### src/rtl/jaa_sequencer.sv
// Fetch/decode/issue controller for the Java-to-ARM translator: reads bytecode
// through a synchronous byte memory and streams the ARM words for each opcode.
module jaa_sequencer #(
  parameter int ADDR_W = 8
) (
  input  logic              clk,
  input  logic              reset,
  input  logic              start,
  input  logic [ADDR_W-1:0] prog_len,
  output logic              mem_rd,
  output logic [ADDR_W-1:0] mem_addr,
  input  logic [7:0]        mem_data,
  output logic              out_valid,
  input  logic              out_ready,
  output logic [31:0]       out_word,
  output logic              busy,
  output logic              done,
  output logic              error,
  output logic [ADDR_W-1:0] err_pc
);

  typedef enum logic [2:0] {
    IDLE, FETCH_OP, DECODE, FETCH_ARG, LATCH_ARG, EMIT, FINISH
  } state_t;

  localparam logic [ADDR_W-1:0] ONE = ADDR_W'(1);
  localparam logic [31:0] PUSH_R1 = 32'hE92D0002;
  localparam logic [31:0] POP_R1  = 32'hE8BD0002;
  localparam logic [31:0] POP_R12 = 32'hE8BD0006;

  state_t            state, state_next;
  logic [ADDR_W-1:0] pc, pc_next;
  logic [ADDR_W-1:0] len, len_next;
  logic [7:0]        opcode, opcode_next;
  logic [7:0]        imm, imm_next;
  logic [1:0]        idx, idx_next;
  logic              error_reg, error_next;
  logic [ADDR_W-1:0] err_pc_reg, err_pc_next;

  // In DECODE the opcode register is not yet loaded, so classify the live read data.
  logic [7:0]  op_sel;
  logic [7:0]  op_lo;
  logic        op_known;
  logic        op_bipush;
  logic [1:0]  last_idx;
  logic [31:0] word;

  assign op_sel = (state == DECODE) ? mem_data : opcode;

  always_comb begin
    op_known  = 1'b1;
    op_bipush = 1'b0;
    last_idx  = 2'd1;
    word      = 32'h0;
    op_lo     = 8'h0;
    if (op_sel >= 8'h03 && op_sel <= 8'h08) begin
      op_lo = op_sel - 8'h03;
      word  = (idx == 2'd0) ? (32'hE3A01000 | {24'h0, op_lo}) : PUSH_R1;
    end else if (op_sel >= 8'h3B && op_sel <= 8'h3E) begin
      op_lo = op_sel - 8'h3B;
      word  = (idx == 2'd0) ? POP_R1 : (32'hE5813000 | {24'h0, op_lo});
    end else if (op_sel >= 8'h1A && op_sel <= 8'h1D) begin
      op_lo = op_sel - 8'h1A;
      word  = (idx == 2'd0) ? (32'hE5913000 | {24'h0, op_lo}) : PUSH_R1;
    end else if (op_sel == 8'h60 || op_sel == 8'h64) begin
      last_idx = 2'd2;
      case (idx)
        2'd0:    word = POP_R12;
        2'd1:    word = (op_sel == 8'h60) ? 32'hE0821001 : 32'hE0421001;
        default: word = PUSH_R1;
      endcase
    end else if (op_sel == 8'h10) begin
      op_bipush = 1'b1;
      // Operand is placed raw (zero-extended), matching the original translator.
      word = (idx == 2'd0) ? (32'hE3A01000 | {24'h0, imm}) : PUSH_R1;
    end else begin
      op_known = 1'b0;
    end
  end

  always_ff @(posedge clk or posedge reset) begin
    if (reset) begin
      state      <= IDLE;
      pc         <= '0;
      len        <= '0;
      opcode     <= 8'h0;
      imm        <= 8'h0;
      idx        <= 2'd0;
      error_reg  <= 1'b0;
      err_pc_reg <= '0;
    end else begin
      state      <= state_next;
      pc         <= pc_next;
      len        <= len_next;
      opcode     <= opcode_next;
      imm        <= imm_next;
      idx        <= idx_next;
      error_reg  <= error_next;
      err_pc_reg <= err_pc_next;
    end
  end

  always_comb begin
    state_next  = state;
    pc_next     = pc;
    len_next    = len;
    opcode_next = opcode;
    imm_next    = imm;
    idx_next    = idx;
    error_next  = error_reg;
    err_pc_next = err_pc_reg;
    mem_rd      = 1'b0;
    mem_addr    = '0;
    out_valid   = 1'b0;
    out_word    = 32'h0;
    done        = 1'b0;
    case (state)
      IDLE: begin
        if (start) begin
          len_next   = prog_len;
          pc_next    = '0;
          error_next = 1'b0;
          state_next = (prog_len == '0) ? FINISH : FETCH_OP;
        end
      end
      FETCH_OP: begin
        mem_rd     = 1'b1;
        mem_addr   = pc;
        pc_next    = pc + ONE;
        state_next = DECODE;
      end
      DECODE: begin
        opcode_next = mem_data;
        idx_next    = 2'd0;
        if (!op_known || (op_bipush && pc == len)) begin
          error_next  = 1'b1;
          err_pc_next = pc - ONE;
          state_next  = IDLE;
        end else if (op_bipush) begin
          state_next = FETCH_ARG;
        end else begin
          state_next = EMIT;
        end
      end
      FETCH_ARG: begin
        mem_rd     = 1'b1;
        mem_addr   = pc;
        pc_next    = pc + ONE;
        state_next = LATCH_ARG;
      end
      LATCH_ARG: begin
        imm_next   = mem_data;
        state_next = EMIT;
      end
      EMIT: begin
        out_valid = 1'b1;
        out_word  = word;
        if (out_ready) begin
          if (idx == last_idx) begin
            idx_next   = 2'd0;
            state_next = (pc == len) ? FINISH : FETCH_OP;
          end else begin
            idx_next = idx + 2'd1;
          end
        end
      end
      FINISH: begin
        done       = 1'b1;
        state_next = IDLE;
      end
      default: state_next = IDLE;
    endcase
  end

  assign busy   = (state != IDLE) && (state != FINISH);
  assign error  = error_reg;
  assign err_pc = err_pc_reg;

endmodule

### config.mk
export PLATFORM = sky130hd
export DESIGN_NAME = jaa_sequencer
export DESIGN_NICKNAME = d
export VERILOG_FILES = /design/src/rtl/jaa_sequencer.sv
export SDC_FILE = /design/constraint.sdc
export NUM_CORES = 1
export LEC_CHECK = 0
export ABC_AREA = 1
export ABC_CLOCK_PERIOD_IN_PS = 3700
export BUFFER_PORTS_ARGS = -buffer_cell sky130_fd_sc_hd__buf_4
export CAP_MARGIN = 10
export CORE_MARGIN = 10
export CORE_UTILIZATION = 35
export CTS_BUF_LIST = sky130_fd_sc_hd__clkbuf_16
export DETAILED_ROUTE_END_ITERATION = 8
export GPL_TIMING_DRIVEN = 0
export HOLD_SLACK_MARGIN = 0.08
export SLEW_MARGIN = 20
export SYNTH_ARGS = -nofsm -noshare
export SYNTH_HDL_FRONTEND = slang
export SYNTH_SLANG_ARGS = --single-unit
export TNS_END_PERCENT = 1
### constraint.sdc
create_clock -name clk -period 3.7 [get_ports clk]
set_input_delay 0.37 -clock clk [delete_from_list [all_inputs] [get_ports clk]]
set_output_delay 0.37 -clock clk [all_outputs]
set_load 0.01 [all_outputs]
==> flow_summary.json, run 1 <==
{
  "end_kind": "primary output",
  "skew_ps": 4.850,
  "areaGrowthSynthToFinish_pct": 26.59,
  "layout_commonest_cell": "nand2_1",
  "wl_per_cell_microns": 14.46,
  "synth-seq-cells": 46,
  "core_area_sq_um": 9284,
  "outcome": "complete, no violations",
  "arrival_ps": 3020,
  "finalMaxSlewViolations": 0,
  "power_mw": 3.137,
  "nets": 587,
  "leakagePower_nw": 2.087,
  "peakVddDrop_mv": 0.2677,
  "dpl.hpwl_mm": 8.039,
  "power_density_nw_per_um2": 738.6,
  "drc": 0,
  "cts-root-buf": "clkbuf_16",
  "fillers": 984,
  "final-setup-viol-count": 0,
  "antennaDiodeCount": 0,
  "pre_cts_ws_ps": 452.9,
  "rows": 35,
  "synth_edf_count": 0,
  "ant_nets": 0,
  "clkLatencyLatePin_ps": 290,
  "grt_start_max_net_pins": 33,
  "numCtsBuffers": 5,
  "start_util": 0.3613,
  "ff2ff_setup_slack_ps": 880,
  "synthTopCellsByArea": "dfrtp_1 (34%), nand2_1 (14%), inv_1 (7.0%)",
  "die_w_microns": 117.9,
  "tns_ps": 0,
  "clock_sinks": 46,
  "design_area_sq_um": 4247,
  "dieArea_sq_um": 13900,
  "p_sw_frac": 0.4776,
  "drive_above_1_share": 0.2540,
  "hold_class": "in2reg",
  "ios": 73,
  "cts_buffer_depth": 2,
  "antenna_found_initial": 0,
  "worstSetupPathType": "reg2out",
  "tightest_slew_ps": 552.2,
  "p_comb_frac": 0.570,
  "relSlewSlack": 0.6318,
  "power_frac_seq": 0.266,
  "die_h_microns": 117.9,
  "yosys.area.top_type": "dfrtp_1",
  "cts_tree": "yes",
  "start_kind": "flop",
  "grt_pass1_wl_mm": 16.42,
  "ctsHtreeMaxLevel": 2,
  "max_freq_mhz": 294.9,
  "synth_area_per_cell_sq_um": 7.018,
  "io_buffers": 65,
  "wirelength_mm": 9.950,
  "path_clk_slew_ps": 70,
  "netlist.area_leader.share": 0.3432,
  "drv_cap": 0,
  "track_usage": 0.1394,
  "num_vias": 3346,
  "yosys_warnings": 0,
  "p_int_mw": 1.638,
  "switchingPower_mw": 1.498,
  "cts_setup_buffers": 0,
  "drt-pass1-iter-count": 5,
  "layout_common_cells": "nand2_1 (124), buf_4 (77), inv_1 (63)",
  "finalWeightedCongestion": 0.9177,
  "pwr-share-clk": 0.164,
  "finalCritPeriodShare": 0.9164,
  "yosys.cell_types.count": 37,
  "period_minus_slack_ps": 3391,
  "async_flop_share": 1.000,
  "grt-ovfl-total": 0,
  "synthCells": 478,
  "finalHoldViolations": 0,
  "synth_flop_cell": "dfrtp_1",
  "via_per_inst": 4.863,
  "crit_fanout": 10,
  "drt_iter0_markers": 214,
  "placed_area_sq_um": 4046,
  "required_ps": 3330,
  "synth_area_sq_um": 3354,
  "grt_pass1_vias": 3311,
  "ys_seq_area_frac": 0.3432,
  "setup_ws_ps": 309.5
}
## path summary, 6_finish.rpt
check                                 start          end  cells past startpoint
worst max register to register     state[0]    err_pc[0]                     17
worst min register to register        pc[7]        pc[7]                      1
worst max-delay path               state[0]  out_word[2]                     18
min in group asynchronous             reset        error                      3
max in group asynchronous             reset        pc[4]                      4
worst min-delay path            prog_len[7]       len[7]                      3
## logic make-up (layout without fill, tap and decap cells)
kind of cell / Yosys count / count (layout) / synth area share
AO/OA/AOI/OAI: 67 / 67 / 0.1179
XOR/XNOR: 8 / 8 / 0.02089
adder cells (fa/ha/maj): 9 / 9 / 0.03357
buffers and inverters: 92 / 167 / 0.1246
flip-flops: 46 / 46 / 0.3432
other: 1 / 7 / 0.001118
AND/OR/NAND/NOR: 255 / 255 / 0.3588
## routing by layer
metal / vias to the layer above / track usage / share of wire / wire length [microns]
li1: 1679 / - / - / -
met3: 10 / 0.02638 / 0.042 / 422
met5: - / 0 / 0 / 0
met1: 1573 / 0.1881 / 0.48 / 4817
met2: 84 / 0.2238 / 0.46 / 4584
met4: 0 / 0.03168 / 0.013 / 125
## metrics by stage
stage / utilization / cells / hold WS [ps]
global placement: 0.4337 / 678 / 447.7
floorplan: - / 484 / 433.2
finish: 0.4574 / 688 / 290.1
global route: 0.4574 / 688 / 303.1
CTS: 0.4549 / 688 / 293.0
detailed placement: 0.4358 / 679 / 368.0
## power groups by stage
stage | Clock, mW | Sequential (mW) | Combinational [mW]
floorplan | 0 | 0.836 | 1.25
global placement | 0 | 0.837 | 1.73
detailed placement | 0 | 0.843 | 1.75
CTS | 0.524 | 0.835 | 1.76
global route | 0.536 | 0.865 | 2.00
finish | 0.516 | 0.834 | 1.79
## timing repair
item                       CTS  global route
hold buffers                 1             0
resized for setup            0             5
hold endpoints to repair    14             0
setup endpoints to repair    0             6
## critical path: stages, from the launching register on
cell and delay, ps:
dfrtp_1 440, inv_2 150, nand3_2 170, buf_6 200, nand2_1 80, nand2_2 110, inv_1 100, ha_1 140
inv_1 60, nor3_1 340, nand3_2 250, inv_1 130, nand2_1 60, nand3_1 70, nand2_1 100, nand3_1 80
nand2_1 50, inv_1 70, buf_4 110
## synthesized netlist by cell type (2+ instances only)
library cell,instances
nand4_1,12
o21ai_2,6
buf_4,12
o21ai_1,2
nand3_2,5
nor2_4,2
xor2_1,6
nor2_2,11
o22ai_1,2
nor3_1,15
o21ai_0,33
nor4_1,3
buf_6,2
a21oi_4,2
nand2_2,9
a31oi_1,5
or2_2,2
ha_1,9
xnor2_1,2
inv_2,5
dfrtp_1,46
nand2_4,6
nor2_1,36
inv_1,63
nand2_1,124
clkinv_1,2
nand3_1,27
a21oi_1,15
clkbuf_1,6
## cell type report
cell class,instances,area (sq um),area share
buffer,22,155.1,0.03654
clock buffer,5,125.1,0.02946
clock inverter,3,41.29,0.009723
inverter,70,262.8,0.06187
multi-input combinational,346,1832,0.4314
sequential,46,1151,0.2711
tap,129,161.4,0.03801
timing repair buffer,67,518.0,0.1220
(Power assumes the default switching activity.)
==> run 2: changes to the inputs <==
--- a/config.mk
+++ b/config.mk
@@ -9,12 +9,14 @@
 export ABC_CLOCK_PERIOD_IN_PS = 3700
 export BUFFER_PORTS_ARGS = -buffer_cell sky130_fd_sc_hd__buf_4
 export CAP_MARGIN = 10
+export CORE_ASPECT_RATIO = 1.25
 export CORE_MARGIN = 10
 export CORE_UTILIZATION = 35
 export CTS_BUF_LIST = sky130_fd_sc_hd__clkbuf_16
 export DETAILED_ROUTE_END_ITERATION = 8
 export GPL_TIMING_DRIVEN = 0
 export HOLD_SLACK_MARGIN = 0.08
+export SKIP_CTS_REPAIR_TIMING = 1
 export SLEW_MARGIN = 20
 export SYNTH_ARGS = -nofsm -noshare
 export SYNTH_HDL_FRONTEND = slang
==> run 2 against run 1 <==
Clock skew fell by 0.51 ps. Cell area fell by 0.41%. Worst hold slack got worse by 200 ps. Critical path depth fell by 1. Sequential power barely moved. Critical path type unchanged. Combinational power barely moved. Sequential cell count did not move. Largest cell class unchanged. First-iteration DRC count fell by 38%. Non-clock buffer count fell by 1. Worst setup slack got worse by 60 ps.
==> flow_summary.json, run 2 (synthesis gave the netlist of run 1 again) <==
{
  "relSlewSlack": 0.6603,
  "placed_area_sq_um": 4039,
  "wl_per_cell_microns": 15.07,
  "clock_sinks": 46,
  "end_kind": "primary output",
  "ctsHtreeMaxLevel": 2,
  "grt_pass1_vias": 3394,
  "areaGrowthSynthToFinish_pct": 26.07,
  "switchingPower_mw": 1.504,
  "grt-ovfl-total": 0,
  "wirelength_mm": 10.27,
  "peakVddDrop_mv": 0.3566,
  "die_w_microns": 107.6,
  "ios": 73,
  "setup_ws_ps": 249.8,
  "max_freq_mhz": 289.8,
  "tightest_slew_ps": 509.5,
  "layout_commonest_cell": "nand2_1",
  "skew_ps": 4.341,
  "p_int_mw": 1.639,
  "via_per_inst": 4.777,
  "hold_class": "in2async",
  "dp.cells": 673,
  "drv_cap": 0,
  "start_kind": "flop",
  "die_h_microns": 129.5,
  "crit_fanout": 10,
  "clkLatencyLatePin_ps": 290,
  "finalCritPeriodShare": 0.9325,
  "rows": 39,
  "num_vias": 3253,
  "start_util": 0.3618,
  "dieArea_sq_um": 13920,
  "power_density_nw_per_um2": 743.2,
  "fillers": 1002,
  "ant_nets": 0,
  "grt_start_max_net_pins": 29,
  "layout_common_cells": "nand2_1 (124), buf_4 (77), inv_1 (63)",
  "finalHoldViolations": 0,
  "io_buffers": 65,
  "power_frac_seq": 0.266,
  "antennaDiodeCount": 0,
  "outcome": "complete, no violations",
  "worstSetupPathType": "reg2out",
  "pre_cts_ws_ps": 337.9,
  "required_ps": 3330,
  "tns_ps": 0,
  "drt_iter0_markers": 132,
  "drc": 0,
  "drive_above_1_share": 0.2545,
  "cts-root-buf": "clkbuf_16",
  "finalWeightedCongestion": 0.8901,
  "core_area_sq_um": 9271,
  "period_minus_slack_ps": 3450,
  "antenna_found_initial": 0,
  "p_comb_frac": 0.572,
  "pwr-share-clk": 0.162,
  "design_area_sq_um": 4229,
  "final_core_util": 0.4561,
  "arrival_ps": 3080,
  "numCtsBuffers": 5,
  "track_usage": 0.1503,
  "p_sw_frac": 0.4785,
  "fin_cells": 681,
  "final-setup-viol-count": 0,
  "cts_buffer_depth": 2,
  "leakagePower_nw": 2.083,
  "dpl.hpwl_mm": 8.416,
  "drt-pass1-iter-count": 4,
  "finalMaxSlewViolations": 0,
  "cts_tree": "yes",
  "nets": 586,
  "path_clk_slew_ps": 60,
  "grt_pass1_wl_mm": 16.88
}
[run 2: cell types whose count changed in the layout (fill, tap and decap cells not counted)]
cell,delta
dlygate4sd3_1,-1
[run 2: final cells by class]
type / instances / area, sq um / share of cell area
clock buffers: 5 / 125.1 / 0.02959
flip-flops and latches: 46 / 1151 / 0.2722
multi-input cells: 346 / 1832 / 0.4331
well taps: 123 / 153.9 / 0.03639
inverters: 70 / 262.8 / 0.06213
repair buffers: 66 / 508.0 / 0.1201
plain buffers: 22 / 155.1 / 0.03669
clock inverters: 3 / 41.29 / 0.009763
[run 2: power groups by stage]
| stage | Sequential [mW] | Clock [mW] | Combinational (mW) |
|---|---|---|---|
| final | 0.837 | 0.508 | 1.80 |
| after global routing | 0.866 | 0.547 | 2.03 |
| after CTS | 0.839 | 0.523 | 1.79 |
| after detailed placement | 0.846 | 0 | 1.78 |
| after global placement | 0.840 | 0 | 1.76 |
| after floorplan | 0.836 | 0 | 1.25 |
[run 2: stage by stage]
step / hold WS [ps] / total power, mW
finish: 87.85 / 3.143
global route: 107.3 / 3.445
CTS: 90.27 / 3.153
detailed placement: 405.4 / 2.625
global placement: 453.1 / 2.596
floorplan: 433.2 / 2.089
[run 2: worst max-delay path, stage by stage (launching register included)]
cell	delay, ps
dfrtp_1	450
inv_1	180
nand3_2	160
buf_6	190
nand2_1	70
nand2_2	100
inv_1	100
ha_1	150
inv_1	70
nor2_2	240
nand3_4	170
nor2_2	180
inv_1	70
o21ai_0	80
inv_1	90
a31oi_2	230
buf_4	140
buf_4	110
[run 2: metal layers]
layer	routed length, microns	vias up	track usage
met2	5056	90	0.2608
met4	352	0	0.07638
li1	-	1665	-
met5	0	-	0
met3	701	23	0.04563
met1	4155	1475	0.1616
[run 2: path summary, 6_finish.rpt]
| check | from | end | slack, ps | cells after the start |
|---|---|---|---|---|
| min | reset | len[1] | 90 | 2 |
| min in group clk | prog_len[7] | len[7] | 280 | 3 |
| min reg2reg | pc[7] | pc[7] | 460 | 1 |
| max in group asynchronous | reset | idx[0] | 3120 | 3 |
| max reg2reg | state[2] | err_pc[0] | 900 | 17 |
| max | state[2] | out_word[19] | 250 | 17 |
==> run 3: changes to the inputs <==
--- a/config.mk
+++ b/config.mk
@@ -6,7 +6,6 @@
 export NUM_CORES = 1
 export LEC_CHECK = 0
 export ABC_AREA = 1
-export ABC_CLOCK_PERIOD_IN_PS = 3700
 export BUFFER_PORTS_ARGS = -buffer_cell sky130_fd_sc_hd__buf_4
 export CAP_MARGIN = 10
 export CORE_ASPECT_RATIO = 1.25
@@ -16,6 +15,7 @@
 export DETAILED_ROUTE_END_ITERATION = 8
 export GPL_TIMING_DRIVEN = 0
 export HOLD_SLACK_MARGIN = 0.08
+export RECOVER_POWER = 100
 export SKIP_CTS_REPAIR_TIMING = 1
 export SLEW_MARGIN = 20
 export SYNTH_ARGS = -nofsm -noshare
==> run 3 against run 2 <==
The run now ends with max-capacitance violations, max-slew violations left. Register-to-register slack is essentially flat. Non-clock buffer count is the same. Clock skew grew 0.73 ps. Clock power is essentially flat. Count of clock-buffer cells in the layout stayed put.
==> flow_summary.json, run 3 (synthesis gave the netlist of run 1 again) <==
{
  "end_kind": "primary output",
  "clkLatencyLatePin_ps": 290,
  "drive_above_1_share": 0.2079,
  "leakagePower_nw": 1.990,
  "grt-ovfl-total": 0,
  "final_core_util": 0.4445,
  "worstSetupPathType": "reg2out",
  "max_freq_mhz": 290.2,
  "antennaDiodeCount": 0,
  "r2r_start": "state[2]",
  "num_vias": 3264,
  "tightest_slew_ps": 1521,
  "via_per_inst": 4.793,
  "finalHoldViolations": 0,
  "finalWeightedCongestion": 0.8901,
  "die_h_microns": 129.5,
  "grt_pass1_vias": 3394,
  "drc": 0,
  "finalCritPeriodShare": 0.9313,
  "finalMaxSlewViolations": 29,
  "layout_commonest_cell": "nand2_1",
  "cts_buffer_depth": 2,
  "fin_cells": 681,
  "required_ps": 3330,
  "relSlewSlack": -0.01397,
  "pre_cts_ws_ps": 337.9,
  "peakVddDrop_mv": 0.3468,
  "ctsHtreeMaxLevel": 2,
  "grt_pass1_wl_mm": 16.88,
  "rows": 39,
  "drt-pass1-iter-count": 4,
  "path_clk_slew_ps": 60,
  "multi_input_area_sq_um": 1819,
  "slowest_delay_ps": 450,
  "fillers": 1024,
  "cts_tree": "yes",
  "io_buffers": 65,
  "skew_ps": 5.070,
  "cts-root-buf": "clkbuf_16",
  "grt_start_max_net_pins": 29,
  "setup_ws_ps": 254.2,
  "arrival_ps": 3080,
  "core_area_sq_um": 9271,
  "areaGrowthSynthToFinish_pct": 22.86,
  "slowest_stage": "dfrtp_1",
  "violations": "max-capacitance violations, max-slew violations",
  "crit_fanout": 10,
  "startpoint": "state[2]",
  "dpl.hpwl_mm": 8.416,
  "design_area_sq_um": 4121,
  "power_density_nw_per_um2": 746.1,
  "dp.cells": 673,
  "wl_per_cell_microns": 15.06,
  "ant_nets": 0,
  "final-setup-viol-count": 0,
  "start_kind": "flop",
  "path_cells": "inv_1, nand3_2, buf_6, nand2_4, nand2_1, inv_2, ha_1, inv_1, nor2_2, nand3_4, nor2_2, inv_1, o21ai_0, inv_1, a31oi_2, buf_4, buf_4",
  "nets": 586,
  "layout_common_cells": "nand2_1 (126), inv_1 (64), buf_4 (55)",
  "period_minus_slack_ps": 3446,
  "track_usage": 0.1503,
  "outcome": "finished with violations",
  "antenna_found_initial": 0,
  "start_util": 0.3618,
  "drt_iter0_markers": 138,
  "drv_cap": 1,
  "regArea_sq_um": 1151,
  "clock_sinks": 46,
  "dieArea_sq_um": 13920,
  "wirelength_mm": 10.26,
  "placed_area_sq_um": 4039,
  "numCtsBuffers": 5,
  "worst_path_most_repeated_cell": "inv_1",
  "ios": 73,
  "die_w_microns": 107.6,
  "hold_class": "in2async"
}
[run 3: cell count changes in the layout (fill, tap and decap cells not counted)]
cell / previous run / this run
nor2_2: 13 / 12
clkbuf_1: 6 / 28
nand2_2: 9 / 8
nand2_4: 6 / 5
inv_1: 63 / 64
nand2_1: 124 / 126
nor2_1: 34 / 35
inv_2: 6 / 5
buf_12: 1 / 0
buf_4: 77 / 55
clkbuf_4: 0 / 1
[run 3: worst paths after layout]
kind,endpoint,slack [ps],depth (start not counted)
worst max-delay path,out_word[19],250,17
worst min-delay path,len[1],200,2
worst max register to register,err_pc[0],890,17
worst min register to register,pc[7],460,1
max in group asynchronous,idx[0],1650,3
min in group clk,len[7],280,3
[run 3: per-layer routing]
metal / vias to the layer above / GRT usage / wire length, microns
li1: 1668 / - / -
met2: 89 / 0.2608 / 5070
met4: 0 / 0.07638 / 343
met5: - / 0 / 0
met3: 23 / 0.04563 / 635
met1: 1484 / 0.1616 / 4210
[run 3: power by group]
| part | switching, mW | internal [mW] | total [mW] |
|---|---|---|---|
| registers | 0.126 | 0.710 | 0.836 |
| logic | 1.18 | 0.552 | 1.73 |
| clock network | 0.193 | 0.316 | 0.510 |
| total | 1.50 | 1.58 | 3.07 |
[run 3: per-stage QoR]
stage	power [mW]	TNS (ps)	hold WS [ps]
final	3.075	0	199.9
after detailed placement	2.625	0	405.4
after floorplan	2.089	0	433.2
after CTS	3.153	0	90.27
after global routing	3.371	-57.16	253.4
after global placement	2.596	0	453.1
[run 3: cell type report]
type                    instances  area share
clock inverters                 3     0.01002
flip-flops and latches         46      0.2793
inverters                      70     0.06375
multi-input cells             346      0.4414
plain buffers                  22     0.03764
well taps                     123     0.03734
repair buffers                 66      0.1002
clock buffers                   5     0.03036
[run 3: critical path: cells and delay by family (launching register included)]
family | cells | cell delay, ps
buffers and inverters | 8 | 960
AOI/OAI and AO/OA | 2 | 310
and+or+nand+nor | 6 | 920
DFF | 1 | 450
adders and majority gates | 1 | 140
